--- src/rtl/mem_pkg.sv ---
// Shared definitions for the RV64I memory-access stage.
//   - funct3 encodings for loads and stores
//   - FSM state type
//   - size_mask(): byte-enable pattern for an access size, before lane shift
package mem_pkg;

  // Load encodings (stores reuse 0..3 for SB/SH/SW/SD)
  localparam logic [2:0] F3_B  = 3'd0;
  localparam logic [2:0] F3_H  = 3'd1;
  localparam logic [2:0] F3_W  = 3'd2;
  localparam logic [2:0] F3_D  = 3'd3;
  localparam logic [2:0] F3_BU = 3'd4;
  localparam logic [2:0] F3_HU = 3'd5;
  localparam logic [2:0] F3_WU = 3'd6;

  typedef enum logic {
    IDLE = 1'b0,
    REQ  = 1'b1
  } state_t;

  // funct3[1:0] encodes log2(bytes) for every legal load and store
  function automatic logic [7:0] size_mask(input logic [1:0] size);
    logic [7:0] m;
    case (size)
      2'd0:    m = 8'h01;
      2'd1:    m = 8'h03;
      2'd2:    m = 8'h0F;
      default: m = 8'hFF;
    endcase
    return m;
  endfunction

endpackage

--- src/rtl/mem_align.sv ---
// Combinational data alignment for the memory-access stage.
// Ports:
//   mem_read, mem_write  access kind (both high = illegal)
//   funct3               access size / signedness
//   addr_lo              byte offset inside the doubleword
//   store_data           register value to store (LS bytes used)
//   load_word            doubleword returned by memory
//   load_data            selected field, sign/zero-extended
//   store_wdata          store data steered to its byte lanes
//   store_wstrb          byte enables for the store
//   misaligned           address not naturally aligned for the size
//   illegal              encoding not a valid load/store
module mem_align
  import mem_pkg::*;
#(
  parameter int ADDR_W = 64
) (
  input  logic              mem_read,
  input  logic              mem_write,
  input  logic [2:0]        funct3,
  input  logic [2:0]        addr_lo,
  input  logic [ADDR_W-1:0] store_data,
  input  logic [ADDR_W-1:0] load_word,
  output logic [ADDR_W-1:0] load_data,
  output logic [ADDR_W-1:0] store_wdata,
  output logic [7:0]        store_wstrb,
  output logic              misaligned,
  output logic              illegal
);

  logic [5:0]        lane_shift;
  logic [ADDR_W-1:0] lane;

  assign lane_shift = {addr_lo, 3'b000};
  assign lane       = load_word >> lane_shift;

  // NOTE: every signal assigned in a combinational block gets a default
  // first, so no path through the case leaves it unassigned (no latch).
  always_comb begin
    load_data = '0;
    case (funct3)
      F3_B:    load_data = {{(ADDR_W-8){lane[7]}},   lane[7:0]};
      F3_H:    load_data = {{(ADDR_W-16){lane[15]}}, lane[15:0]};
      F3_W:    load_data = {{(ADDR_W-32){lane[31]}}, lane[31:0]};
      F3_D:    load_data = lane;
      F3_BU:   load_data = {{(ADDR_W-8){1'b0}},  lane[7:0]};
      F3_HU:   load_data = {{(ADDR_W-16){1'b0}}, lane[15:0]};
      F3_WU:   load_data = {{(ADDR_W-32){1'b0}}, lane[31:0]};
      default: load_data = '0;
    endcase
  end

  assign store_wdata = store_data << lane_shift;
  assign store_wstrb = size_mask(funct3[1:0]) << addr_lo;

  always_comb begin
    misaligned = 1'b0;
    case (funct3[1:0])
      2'd1:    misaligned = addr_lo[0];
      2'd2:    misaligned = |addr_lo[1:0];
      2'd3:    misaligned = |addr_lo;
      default: misaligned = 1'b0;
    endcase
  end

  // Loads have no funct3=7; stores only exist for funct3 0..3
  assign illegal = (mem_read & mem_write)
                 | (mem_read  & (funct3 == 3'd7))
                 | (mem_write & funct3[2]);

endmodule

--- src/rtl/mem_access_stage.sv ---
// Memory-access stage of the RV64I pipeline (EX/MEM -> MEM/WB).
// Ports:
//   clk, rst_n                      clock, async active-low reset
//   valid_in, Mem_Read, Mem_Write,  instruction from EX/MEM
//   funct3, Mem_Address, Write_Data,
//   rd, WB
//   stall                           hold upstream this cycle
//   dmem_req/we/addr/wdata/wstrb    data-memory request (held until ready)
//   dmem_ready, dmem_rdata          data-memory response
//   valid_out, Read_Data,           registered result to MEM/WB
//   Mem_Address_out, rd_out,
//   WB_out, mem_err
module mem_access_stage
  import mem_pkg::*;
#(
  parameter int ADDR_W = 64
) (
  input  logic              clk,
  input  logic              rst_n,
  input  logic              valid_in,
  input  logic              Mem_Read,
  input  logic              Mem_Write,
  input  logic [2:0]        funct3,
  input  logic [ADDR_W-1:0] Mem_Address,
  input  logic [ADDR_W-1:0] Write_Data,
  input  logic [4:0]        rd,
  input  logic [1:0]        WB,
  output logic              stall,
  output logic              dmem_req,
  output logic              dmem_we,
  output logic [ADDR_W-1:0] dmem_addr,
  output logic [ADDR_W-1:0] dmem_wdata,
  output logic [7:0]        dmem_wstrb,
  input  logic              dmem_ready,
  input  logic [ADDR_W-1:0] dmem_rdata,
  output logic              valid_out,
  output logic [ADDR_W-1:0] Read_Data,
  output logic [ADDR_W-1:0] Mem_Address_out,
  output logic [4:0]        rd_out,
  output logic [1:0]        WB_out,
  output logic              mem_err
);

  state_t state, state_nxt;

  // Instruction fields captured while a request is outstanding
  logic [2:0]        funct3_q;
  logic [ADDR_W-1:0] addr_q;
  logic [4:0]        rd_q;
  logic [1:0]        wb_q;
  logic              load_q;

  logic              in_req;
  logic              mem_op;
  logic              acc_err;
  logic              accept_alu, accept_mem, accept_err, complete;

  logic [2:0]        al_funct3;
  logic [2:0]        al_addr_lo;
  logic              al_read, al_write;
  logic [ADDR_W-1:0] al_load_data, al_wdata;
  logic [7:0]        al_wstrb;
  logic              al_misaligned, al_illegal;

  assign in_req = (state == REQ);
  assign mem_op = Mem_Read | Mem_Write;

  // One aligner serves both phases: in IDLE it checks and steers the
  // incoming store; in REQ it extracts the load using the captured fields.
  assign al_funct3  = in_req ? funct3_q    : funct3;
  assign al_addr_lo = in_req ? addr_q[2:0] : Mem_Address[2:0];
  assign al_read    = in_req ? load_q      : Mem_Read;
  assign al_write   = in_req ? ~load_q     : Mem_Write;

  mem_align #(.ADDR_W(ADDR_W)) u_align (
    .mem_read    (al_read),
    .mem_write   (al_write),
    .funct3      (al_funct3),
    .addr_lo     (al_addr_lo),
    .store_data  (Write_Data),
    .load_word   (dmem_rdata),
    .load_data   (al_load_data),
    .store_wdata (al_wdata),
    .store_wstrb (al_wstrb),
    .misaligned  (al_misaligned),
    .illegal     (al_illegal)
  );

  assign acc_err = al_misaligned | al_illegal;

  // State register
  // NOTE: sequential state uses non-blocking assignments so every flop
  // samples pre-edge values regardless of process evaluation order.
  always_ff @(posedge clk or negedge rst_n) begin
    if (!rst_n) state <= IDLE;
    else        state <= state_nxt;
  end

  // Next-state logic
  always_comb begin
    state_nxt = state;
    case (state)
      IDLE:    if (accept_mem) state_nxt = REQ;
      REQ:     if (dmem_ready) state_nxt = IDLE;
      default: state_nxt = IDLE;
    endcase
  end

  // Output / control decode. stall is gated by rst_n so it reads 0 in reset.
  always_comb begin
    accept_alu = 1'b0;
    accept_mem = 1'b0;
    accept_err = 1'b0;
    complete   = 1'b0;
    case (state)
      IDLE: begin
        accept_alu = valid_in & ~mem_op;
        accept_mem = valid_in &  mem_op & ~acc_err;
        accept_err = valid_in &  mem_op &  acc_err;
      end
      REQ:     complete = dmem_ready;
      default: ;
    endcase
    stall = rst_n & (accept_mem | (in_req & ~dmem_ready));
  end

  // Datapath and MEM/WB registers
  // NOTE: the data registers are reset as well, because every output of
  // this stage must read 0 while rst_n is low.
  always_ff @(posedge clk or negedge rst_n) begin
    if (!rst_n) begin
      funct3_q        <= '0;
      addr_q          <= '0;
      rd_q            <= '0;
      wb_q            <= '0;
      load_q          <= 1'b0;
      dmem_req        <= 1'b0;
      dmem_we         <= 1'b0;
      dmem_addr       <= '0;
      dmem_wdata      <= '0;
      dmem_wstrb      <= '0;
      valid_out       <= 1'b0;
      Read_Data       <= '0;
      Mem_Address_out <= '0;
      rd_out          <= '0;
      WB_out          <= '0;
      mem_err         <= 1'b0;
    end else begin
      // Bubble unless something retires this edge
      valid_out <= 1'b0;
      WB_out    <= '0;
      mem_err   <= 1'b0;

      if (accept_alu || accept_err) begin
        valid_out       <= 1'b1;
        Read_Data       <= '0;
        Mem_Address_out <= Mem_Address;
        rd_out          <= rd;
        WB_out          <= accept_err ? {1'b0, WB[0]} : WB;
        mem_err         <= accept_err;
      end

      if (accept_mem) begin
        funct3_q   <= funct3;
        addr_q     <= Mem_Address;
        rd_q       <= rd;
        wb_q       <= WB;
        load_q     <= Mem_Read;
        dmem_req   <= 1'b1;
        dmem_we    <= Mem_Write;
        dmem_addr  <= {Mem_Address[ADDR_W-1:3], 3'b000};
        dmem_wdata <= Mem_Write ? al_wdata : '0;
        dmem_wstrb <= Mem_Write ? al_wstrb : 8'h00;
      end

      if (complete) begin
        valid_out       <= 1'b1;
        Read_Data       <= load_q ? al_load_data : '0;
        Mem_Address_out <= addr_q;
        rd_out          <= rd_q;
        WB_out          <= wb_q;
        dmem_req        <= 1'b0;
        dmem_we         <= 1'b0;
        dmem_wstrb      <= 8'h00;
      end
    end
  end

endmodule

--- config.mk ---
export PLATFORM = sky130hd
export DESIGN_NAME = mem_access_stage
export DESIGN_NICKNAME = d
export VERILOG_FILES = /design/src/rtl/mem_pkg.sv /design/src/rtl/mem_align.sv /design/src/rtl/mem_access_stage.sv
export SDC_FILE = /design/constraint.sdc
export NUM_CORES = 1
export LEC_CHECK = 0
export CORE_AREA = 10 10 230 178
export DETAILED_ROUTE_END_ITERATION = 6
export DIE_AREA = 0 0 240 188
export GPL_ROUTABILITY_DRIVEN = 0
export GPL_TIMING_DRIVEN = 1
export PLACE_DENSITY = 0.85
export SLEW_MARGIN = 5
export SYNTH_ARGS = -nofsm -noshare
export SYNTH_HDL_FRONTEND = slang
export SYNTH_SLANG_ARGS = --single-unit
--- constraint.sdc ---
create_clock -name clk -period 2.9 [get_ports clk]
set_clock_uncertainty 0.05 [all_clocks]
set_input_delay 0.58 -clock clk [delete_from_list [all_inputs] [get_ports clk]]
set_output_delay 0.58 -clock clk [all_outputs]
set_load 0.05 [all_outputs]
==> impl_metrics.ini, run 1 <==
[drt]
drt-wirelength-per-cell_um = 23.2
drt_iter0_markers = 1798
drcViolationCount = 0
vias = 15821
viasPerCell = 5.76
routed_wl_um = 63700
ant_nets = 0
firstDrtPassIters = 6

[yosys]
post-synth-top-area-fraction_pct = 46.5
synth_common_cells = nand2_1 (582), dfrtp_1 (287), mux2i_1 (152)
synth_top_area_cell = dfrtp_1
synth_edf_count = 0
synth_area_per_cell_um2 = 8.72
ys_ff_latch = 287
synth_cells = 1771
synthArstFlopShare_pct = 100
synth_ff_type = dfrtp_1
ys_warn_count = 0
syn-cell-area_mm2 = 0.0154
seq_area_frac_synth_pct = 46.5
yosysMostFrequentCell = nand2_1
yosysUniqueCellTypes = 55
synthTopCellsByArea = dfrtp_1 (47%), nand2_1 (14%), mux2i_1 (9.9%), o21ai_0 (3.4%), buf_4 (3.2%)

[worst_setup_path]
rrSetupSlack_ns = 0.14
critPathLaunchType = flop
path_class = flop to primary output
crit_fanout = 8
endpoint_kind = primary output
arrival_ns = 2.67
cp.required_ns = 2.27

[clocking]
cts_tree = built
clock_path_buffers = 3
clk_pin_slew_worst_paths_ns = 0.06
cts_hold_buf = 0
cts-root-buf = clkbuf_16
clock_latency_ns = 0.58
cts.sinks = 287
cts_max_level = 1
cts_inserted_buffers = 30

[floorplan]
die_h_um = 188
start_util_pct = 42.3
die_x_um = 240
std_cell_rows = 61
die-area_mm2 = 0.0451
coreArea_mm2 = 0.0365
ios = 484

[global_route]
grt_antenna_before_repair = 15
overflow = 0
grt_pass1_wl_um = 94700
first_global_vias = 15667
groute.usage.overall_pct = 26.6
grt_start_max_net_pins = 150
use_met1_pct = 31.8
met2_usage_pct = 43.0
grtUsageMet3_pct = 9.49
gr-max-usage-layer = met2

[timing]
relSlewSlack_pct = 46.8
timing.final.ws_setup_ns = -0.403
rsz0062_at_grt = yes
setup_viol = 1
hold_violations = 0
fin_crit_ns = 3.30
fmax_ghz = 0.303
hold_ws_ns = 0.101
drv_slew = 0
finalCritPeriodShare_pct = 114
tightest_slew_ns = 0.797

[place]
io_buffers = 480
dp_slack_ns = -0.437
dp_hpwl_um = 47800
place_inst = 2677

[layout]
fin_nets = 2451
utilization_pct = 61.6
drive_above_1_share_pct = 11.3
area_growth_syn_to_layout_pct = 45.5
layoutNonFillerInstCount = 2746

[outcome]
violations = negative setup slack
status = finished, violations left

[job]
maxCapViolations = 0

[pwr]
power_density_mw_per_mm2 = 1170
leakage_nw = 10.5
irDropWorstVdd_v = 0.000672

[worst_hold_path]
min_path_type = input pin to async pin
==> cells in the final DEF, fill, tap and decap left out, drive strengths merged, types with 5 or more instances in the layout <==
cell / count
inv: 5
o2bb2ai: 13
buf: 163
and3: 16
clkdlybuf4s50: 477
nand2: 582
dfrtp: 287
a31oi: 8
o21ai: 106
a31o: 8
a32oi: 9
a221o: 25
clkinv: 6
a22o: 25
mux2i: 155
nor2: 55
diode: 9
a21oi: 59
a311oi: 9
a221oi: 6
nand3: 91
o22ai: 7
a211o: 24
mux2: 5
nor3: 5
clkbuf: 42
o31ai: 19
and2: 12
a211oi: 10
==> registers in the layout (all words and copies together) (netlist names), 3 cells and up <==
register	flops
Mem_Address_out	64
Read_Data	64
addr_q	64
dmem_wdata	64
dmem_wstrb	8
funct3_q	3
rd_out	5
rd_q	5
==> per-stage QoR <==
step,TNS (ns),cell area (um^2),power (mW)
global placement,-58.34,21300,21.8
global route,-0.484,22500,27.5
detailed placement,-67.70,21300,22.2
floorplan,0,15500,16.5
finish,-0.403,22500,26.4
CTS,-0.449,22300,26.2
==> power by group <==
part / total, mW / internal [mW] / switching [mW]
combinational: 15.8 / 5.52 / 10.3
sequential: 6.62 / 5.53 / 1.09
clock: 3.93 / 2.24 / 1.69
==> layout make-up <==
type | instances | area, um^2
Clock buffer | 42 | 856
Sequential cell | 287 | 7190
Fill cell | 2935 | 14000
Inverter | 5 | 18.8
Tap cell | 472 | 591
Timing Repair Buffer | 640 | 6320
Clock inverter | 12 | 149
Antenna cell | 9 | 22.5
Multi-Input combinational cell | 1279 | 7320
==> worst max-delay path: stages, from the launching register on <==
cell,delay (ns)
dfrtp_2,0.48
buf_6,0.17
mux2_4,0.30
o211ai_1,0.14
nand2_1,0.13
a2111o_2,0.47
o21ai_4,0.08
and2_4,0.17
buf_12,0.13
==> routing by layer <==
metal  vias up  wire length [um]
met5         -                98
met3       210              7840
met1      7553             23400
met4        14              2790
li1       7000                 -
met2      1044             29600
==> path summary, 6_finish.rpt <==
kind / from / to / cells after the start
worst max-delay path: in_req$_DFF_PN0_ / stall / 8
worst min-delay path: rst_n / addr_q[0]$_DFFE_PN0P_ / 2
worst max register to register: in_req$_DFF_PN0_ / Read_Data[33]$_DFFE_PN0P_ / 10
worst min register to register: rd_q[3]$_DFFE_PN0P_ / rd_out[3]$_DFFE_PN0P_ / 2
max in group asynchronous: rst_n / in_req$_DFF_PN0_ / 2
min in group clk: rd_q[3]$_DFFE_PN0P_ / rd_out[3]$_DFFE_PN0P_ / 2
==> cell families (layout without fill, tap and decap cells) <==
kind of cell | Yosys count | after routing | share of synthesized area [%]
multiplexers | 161 | 161 | 10.7
AND/OR/NAND/NOR | 773 | 773 | 20.3
other | 1 | 12 | 0.0243
flip-flops | 287 | 287 | 46.5
buffers and inverters | 207 | 699 | 7.09
XOR/XNOR | 1 | 1 | 0.0567
AO/OA/AOI/OAI | 341 | 341 | 15.3
==> timing repair <==
item | CTS | global route
endpoints found under the setup margin | 8 | 63
resized for setup | 5 | 17
setup buffers | 2 | 5
pin swaps | 1 | 5
hold endpoints to repair | 0 | 0
(Power assumes the default switching activity.)
==> inputs of run 2 (changes only) <==
Settings changed: HOLD_SLACK_MARGIN set to 0.02.
==> results of run 2 <==
Same layout as run 1: the final DEF is identical, and so are final timing and power.
